<file path="config.mk">
export PLATFORM = sky130hd
export DESIGN_NAME = mem_ctrl_ram
export DESIGN_NICKNAME = d
export VERILOG_FILES = /design/src/rtl/mem_ctrl_ram.sv
export SDC_FILE = /design/constraint.sdc
export NUM_CORES = 2
export LEC_CHECK = 0
export BUFFER_PORTS_ARGS = -buffer_cell sky130_fd_sc_hd__buf_2
export CORE_ASPECT_RATIO = 1.75
export CORE_MARGIN = 3
export CORE_UTILIZATION = 25
export CTS_CLUSTER_DIAMETER = 100
export CTS_CLUSTER_SIZE = 24
export DETAILED_ROUTE_END_ITERATION = 8
export SYNTH_ARGS = -nofsm -noshare
export SYNTH_HDL_FRONTEND = slang
export SYNTH_SLANG_ARGS = --single-unit
</file>
<file path="constraint.sdc">
create_clock -name clk -period 10.22 [get_ports clk]
set_clock_uncertainty 0.15 [all_clocks]
set_input_delay 1.022 -clock clk [delete_from_list [all_inputs] [get_ports clk]]
set_output_delay 1.022 -clock clk [all_outputs]
set_load 0.02 [all_outputs]
</file>
<file path="src/rtl/mem_ctrl_ram.sv">
// mem_ctrl_ram: single-port word memory with a valid/ready request channel,
// a registered response channel with backpressure, per-byte write enables,
// a hardware zero-fill sweep (after reset and on demand) and out-of-range
// flagging.
//
// Ports:
//   clk        clock, all state changes on the rising edge
//   rst        asynchronous active-low reset
//   clear_req  start a zero-fill sweep (honoured only when READY)
//   req_valid  request present
//   req_ready  request accepted on this edge if req_valid is also high
//   req_write  1 = write, 0 = read
//   req_addr   word address
//   req_wdata  write data
//   req_be     byte enables, bit i gates byte [8i+7:8i]
//   rsp_valid  response present
//   rsp_ready  response consumed on this edge if rsp_valid is also high
//   rsp_data   read data (0 on an error response)
//   rsp_err    address was out of range
//   busy       zero-fill sweep in progress
module mem_ctrl_ram #(
    parameter int unsigned A_SIZE     = 10,
    parameter int unsigned D_SIZE     = 32,
    parameter int unsigned DEPTH      = 128,
    parameter bit          INIT_CLEAR = 1'b1
) (
    input  logic                  clk,
    input  logic                  rst,
    input  logic                  clear_req,
    input  logic                  req_valid,
    output logic                  req_ready,
    input  logic                  req_write,
    input  logic [A_SIZE-1:0]     req_addr,
    input  logic [D_SIZE-1:0]     req_wdata,
    input  logic [D_SIZE/8-1:0]   req_be,
    output logic                  rsp_valid,
    input  logic                  rsp_ready,
    output logic [D_SIZE-1:0]     rsp_data,
    output logic                  rsp_err,
    output logic                  busy
);

    localparam int unsigned NUM_BYTES = D_SIZE / 8;
    localparam int unsigned IDX_W     = (DEPTH > 1) ? $clog2(DEPTH) : 1;
    // One extra bit so DEPTH == 2^A_SIZE still compares correctly.
    localparam logic [A_SIZE:0]  DEPTH_EXT = (A_SIZE + 1)'(DEPTH);
    localparam logic [IDX_W-1:0] LAST_IDX  = IDX_W'(DEPTH - 1);

    typedef enum logic [0:0] {
        StClear,
        StReady
    } state_e;

    state_e            state_q, state_d;
    logic [IDX_W-1:0]  cnt_q, cnt_d;
    logic              rsp_valid_q, rsp_valid_d;
    logic [D_SIZE-1:0] rsp_data_q, rsp_data_d;
    logic              rsp_err_q, rsp_err_d;

    logic [D_SIZE-1:0] mem [DEPTH];

    logic              in_range;
    logic [IDX_W-1:0]  idx;
    logic              accept;
    logic              wr_en;
    logic              rsp_load;
    logic              sweep_we;

    assign in_range = ({1'b0, req_addr} < DEPTH_EXT);
    // Only meaningful when in_range; the upper address bits are then zero.
    assign idx      = req_addr[IDX_W-1:0];
    assign sweep_we = (state_q == StClear);

    // A held, unconsumed response blocks new requests so nothing is lost.
    // rst is included so the request channel is closed while reset is held.
    assign req_ready = rst && (state_q == StReady) && !clear_req
                       && !(rsp_valid_q && !rsp_ready);

    assign accept   = req_valid && req_ready;
    assign wr_en    = accept && req_write && in_range;
    assign rsp_load = accept && (!req_write || !in_range);

    // Sweep sequencing.
    always_comb begin
        state_d = state_q;
        cnt_d   = cnt_q;
        unique case (state_q)
            StClear: begin
                if (cnt_q == LAST_IDX) begin
                    state_d = StReady;
                    cnt_d   = '0;
                end else begin
                    cnt_d = cnt_q + 1'b1;
                end
            end
            StReady: begin
                if (clear_req) begin
                    state_d = StClear;
                    cnt_d   = '0;
                end
            end
            default: state_d = StReady;
        endcase
    end

    // Response register: a new load wins over consumption on the same edge.
    always_comb begin
        rsp_valid_d = rsp_valid_q;
        rsp_data_d  = rsp_data_q;
        rsp_err_d   = rsp_err_q;
        if (rsp_load) begin
            rsp_valid_d = 1'b1;
            rsp_data_d  = in_range ? mem[idx] : '0;
            rsp_err_d   = !in_range;
        end else if (rsp_valid_q && rsp_ready) begin
            rsp_valid_d = 1'b0;
        end
    end

    always_ff @(posedge clk or negedge rst) begin
        if (!rst) begin
            state_q     <= INIT_CLEAR ? StClear : StReady;
            cnt_q       <= '0;
            rsp_valid_q <= 1'b0;
            rsp_data_q  <= '0;
            rsp_err_q   <= 1'b0;
        end else begin
            state_q     <= state_d;
            cnt_q       <= cnt_d;
            rsp_valid_q <= rsp_valid_d;
            rsp_data_q  <= rsp_data_d;
            rsp_err_q   <= rsp_err_d;
        end
    end

    // Storage array has no reset; contents are defined by the sweep.
    always_ff @(posedge clk) begin
        if (sweep_we) begin
            mem[cnt_q] <= '0;
        end else if (wr_en) begin
            for (int i = 0; i < NUM_BYTES; i++) begin
                if (req_be[i]) begin
                    mem[idx][8*i +: 8] <= req_wdata[8*i +: 8];
                end
            end
        end
    end

    assign rsp_valid = rsp_valid_q;
    assign rsp_data  = rsp_data_q;
    assign rsp_err   = rsp_err_q;
    assign busy      = sweep_we;

endmodule

</file>
==> flow_summary.toml <==
[drt]
wl_per_cell_um = 28.6
drt-total-wl_um = 457000
ant_nets = 0
firstDrtPassIters = 6
drt-initial-drc-count = 7956
vias = 75400
drc_errors = 0
drt-vias-per-instance = 4.72

[cts]
htreeDepth = 4
ctsHoldBuffers = 0
root_buffer = "clkbuf_16"
cts_buffers = 194
clk_latency_ns = 0.90
cts.sinks = 4138
clockBufferDepth = 4
cts_tree = "yes"
postCtsSetupBuffers = 0
clk_pin_slew_ns = 0.11
cts_resized = 0

[logic_synthesis]
ys_types = 61
synthFlopType = "edfxtp_1"
syn-num-nets = 7553
avgSynthCellArea_um2 = 21.3
synth_edf_count = 4096
yosys.area.top_type = "edfxtp_1"
yosysTopAreaCellShare_pct = 77.2
async_flop_share_pct = 1.01
syn-cell-area_um2 = 159000
ys_ff_latch = 4138
syn_inst = 7500
ys_top_cells_by_area = "edfxtp_1, mux4_2, mux2i_1"
yosysSeqAreaShare_pct = 77.8
yosys_warnings = 0

[timing]
finalSetupTns_ns = 0
drv_slew = 0
setup_viol = 0
max_freq_mhz = 177
finalHoldViolations = 0
finalCriticalPeriod_ns = 5.66
rsz0062_at_grt = "false"
whs_ns = 0.158
period_share_pct = 55.4
tightest_slew_ns = 1.18
slew_headroom_pct = 21.4

[worst_setup_path]
endpoint_kind = "register"
ff2ff_setup_slack_ns = 4.56
worstSetupPathType = "register to register"
cp.arrival_ns = 6.03
worstPathMaxFanout = 48
cp-start-kind = "register"
required_ns = 10.59
r2r-start = "state_q$_DFF_PN0_"
timing.rr.end = "mem[57][14]$_DFFE_PP_"
rr_worst_depth = 8

[global_route]
grt_antenna_before_repair = 16
grt_pass1_wl_um = 634000
grt_max_degree = 129
grt_pass1_vias = 79100
overflow = 0
grt_util_all_layers_pct = 13.7

[floorplan]
core_area_um2 = 635000
die_height_um = 1060
dieArea_um2 = 648000
start_util_pct = 25.1
ios = 88
die-width_um = 610
rows = 387

[placement]
place_hpwl_um = 295000
place.gp.congestion = 0.842
io_buffers = 87

[final_layout]
drive_gt1_share_pct = 19.8
area_growth_pct = 9.94
nNetsFinal = 7544
final_util_pct = 27.6

[power]
powerDensity_nw_per_um2 = 171
ir_worst_vdd_uv = 137
leakagePower_nw = 51.5

[min_path]
hold_class = "primary input to async pin"

[run]
cap_violations = 0

[status]
status = "complete, no violations"
registers in the layout (all words and copies together), names as in the netlist:
register	count
cnt_q	7
mem	4096
rsp_data	32
rsp_err	1
rsp_valid	1
state_q	1
critical path: stages, from the launching register on:
cell and delay (ns):
dfrtp_1 0.80, and3b_1 0.39, nand4_2 0.50, nor4_4 0.36, buf_4 0.59, mux2i_1 0.57, nand2_2 0.68, buf_4 0.55
nor2_1 0.63
synth_stat cells (all sizes together), types with 16 or more instances:
master / number
a211oi: 46
a21oi: 105
a221oi: 74
a22o: 38
a22oi: 298
a31oi: 26
and2: 35
buf: 301
clkbuf: 177
dfrtp: 42
edfxtp: 4096
mux2: 18
mux2i: 278
mux4: 919
nand2: 150
nand2b: 16
nand3: 69
nor2: 557
nor2b: 27
nor3: 34
o21ai: 42
o22ai: 70
layer usage:
| layer | up-vias | part of all wire, % | global-route usage (%) |
|---|---|---|---|
| met5 | - | 0.012 | 0 |
| met2 | 2838 | 54 | 25.9 |
| met1 | 40700 | 33 | 14.2 |
| met3 | 784 | 5.5 | 1.76 |
| li1 | 31100 | - | - |
| met4 | 10 | 7.3 | 8.55 |
placed cells by master, fill, tap and decap left out, drive strengths merged, types with 3 or more instances in the layout:
master and instances:
edfxtp 4096, mux4 919, nor2 557, a22oi 298
clkbuf 297, mux2i 278, buf 273, nand2 150
a21oi 105, a221oi 74, o22ai 70, nand3 69
a211oi 46, o21ai 42, dfrtp 42, a22o 38
and2 35, nor3 34, nor2b 27, a31oi 26
mux2 18, nand2b 16, nand4 15, o211ai 12
inv 9, diode 7, o221ai 7, nor4 5
or3 4, nand3b 3, and3 3, or4 3
a2111oi 3
worst max-delay path by stage:
stage          slack, ns  cells after the start                     to              start
3_5_place_dp        4.09                      9   mem[57][0]$_DFFE_PP_        req_addr[9]
4_1_cts             4.62                      8   mem[57][8]$_DFFE_PP_  state_q$_DFF_PN0_
3_3_place_gp        4.20                      9  mem[57][11]$_DFFE_PP_        req_addr[9]
5_1_grt             4.26                      8   mem[57][8]$_DFFE_PP_  state_q$_DFF_PN0_
6_report            4.56                      8  mem[57][14]$_DFFE_PP_  state_q$_DFF_PN0_
2_1_floorplan       5.62                      6   mem[0][10]$_DFFE_PP_        req_addr[9]
metrics by stage:
stage / worst slack [ns] / instance area [µm²] / std cells / power (mW)
after global placement: 4.20 / 170000 / 15700 / 21.4
final: 4.56 / 175000 / 16000 / 29.9
after detailed placement: 4.09 / 170000 / 15700 / 21.4
after floorplan: 5.62 / 159000 / 7500 / 20.3
after global routing: 4.26 / 175000 / 16000 / 30.6
after CTS: 4.62 / 175000 / 16000 / 30.0
area by class of cell:
| class | instances | area (µm²) |
|---|---|---|
| clock inverter | 6 | 60.1 |
| tap | 8363 | 10500 |
| antenna | 7 | 17.5 |
| fill | 62100 | 460000 |
| timing repair buffer | 273 | 2060 |
| multi-input combinational | 2881 | 33200 |
| inverter | 3 | 11.3 |
| sequential | 4138 | 124000 |
| clock buffer | 297 | 5350 |
cells by family after synthesis:
group	count (synthesis)	synth area share (%)
xor+xnor	1	0.00550
mux	1215	14.9
buf+inv	481	1.53
compound gates	734	3.28
flops	4138	77.8
simple gates	930	2.49
fa+ha+maj	1	0.00785
report_power, final:
part           internal, mW  switching (mW)  leakage [nW]  total (mW)
Clock                  3.64            5.19          2.60        8.83
Combinational         0.508            1.71          11.0        2.22
Sequential             18.7           0.113          38.0        18.8
Total                  22.9            7.01          51.5        29.9
Power figures use the tool's default switching activity.
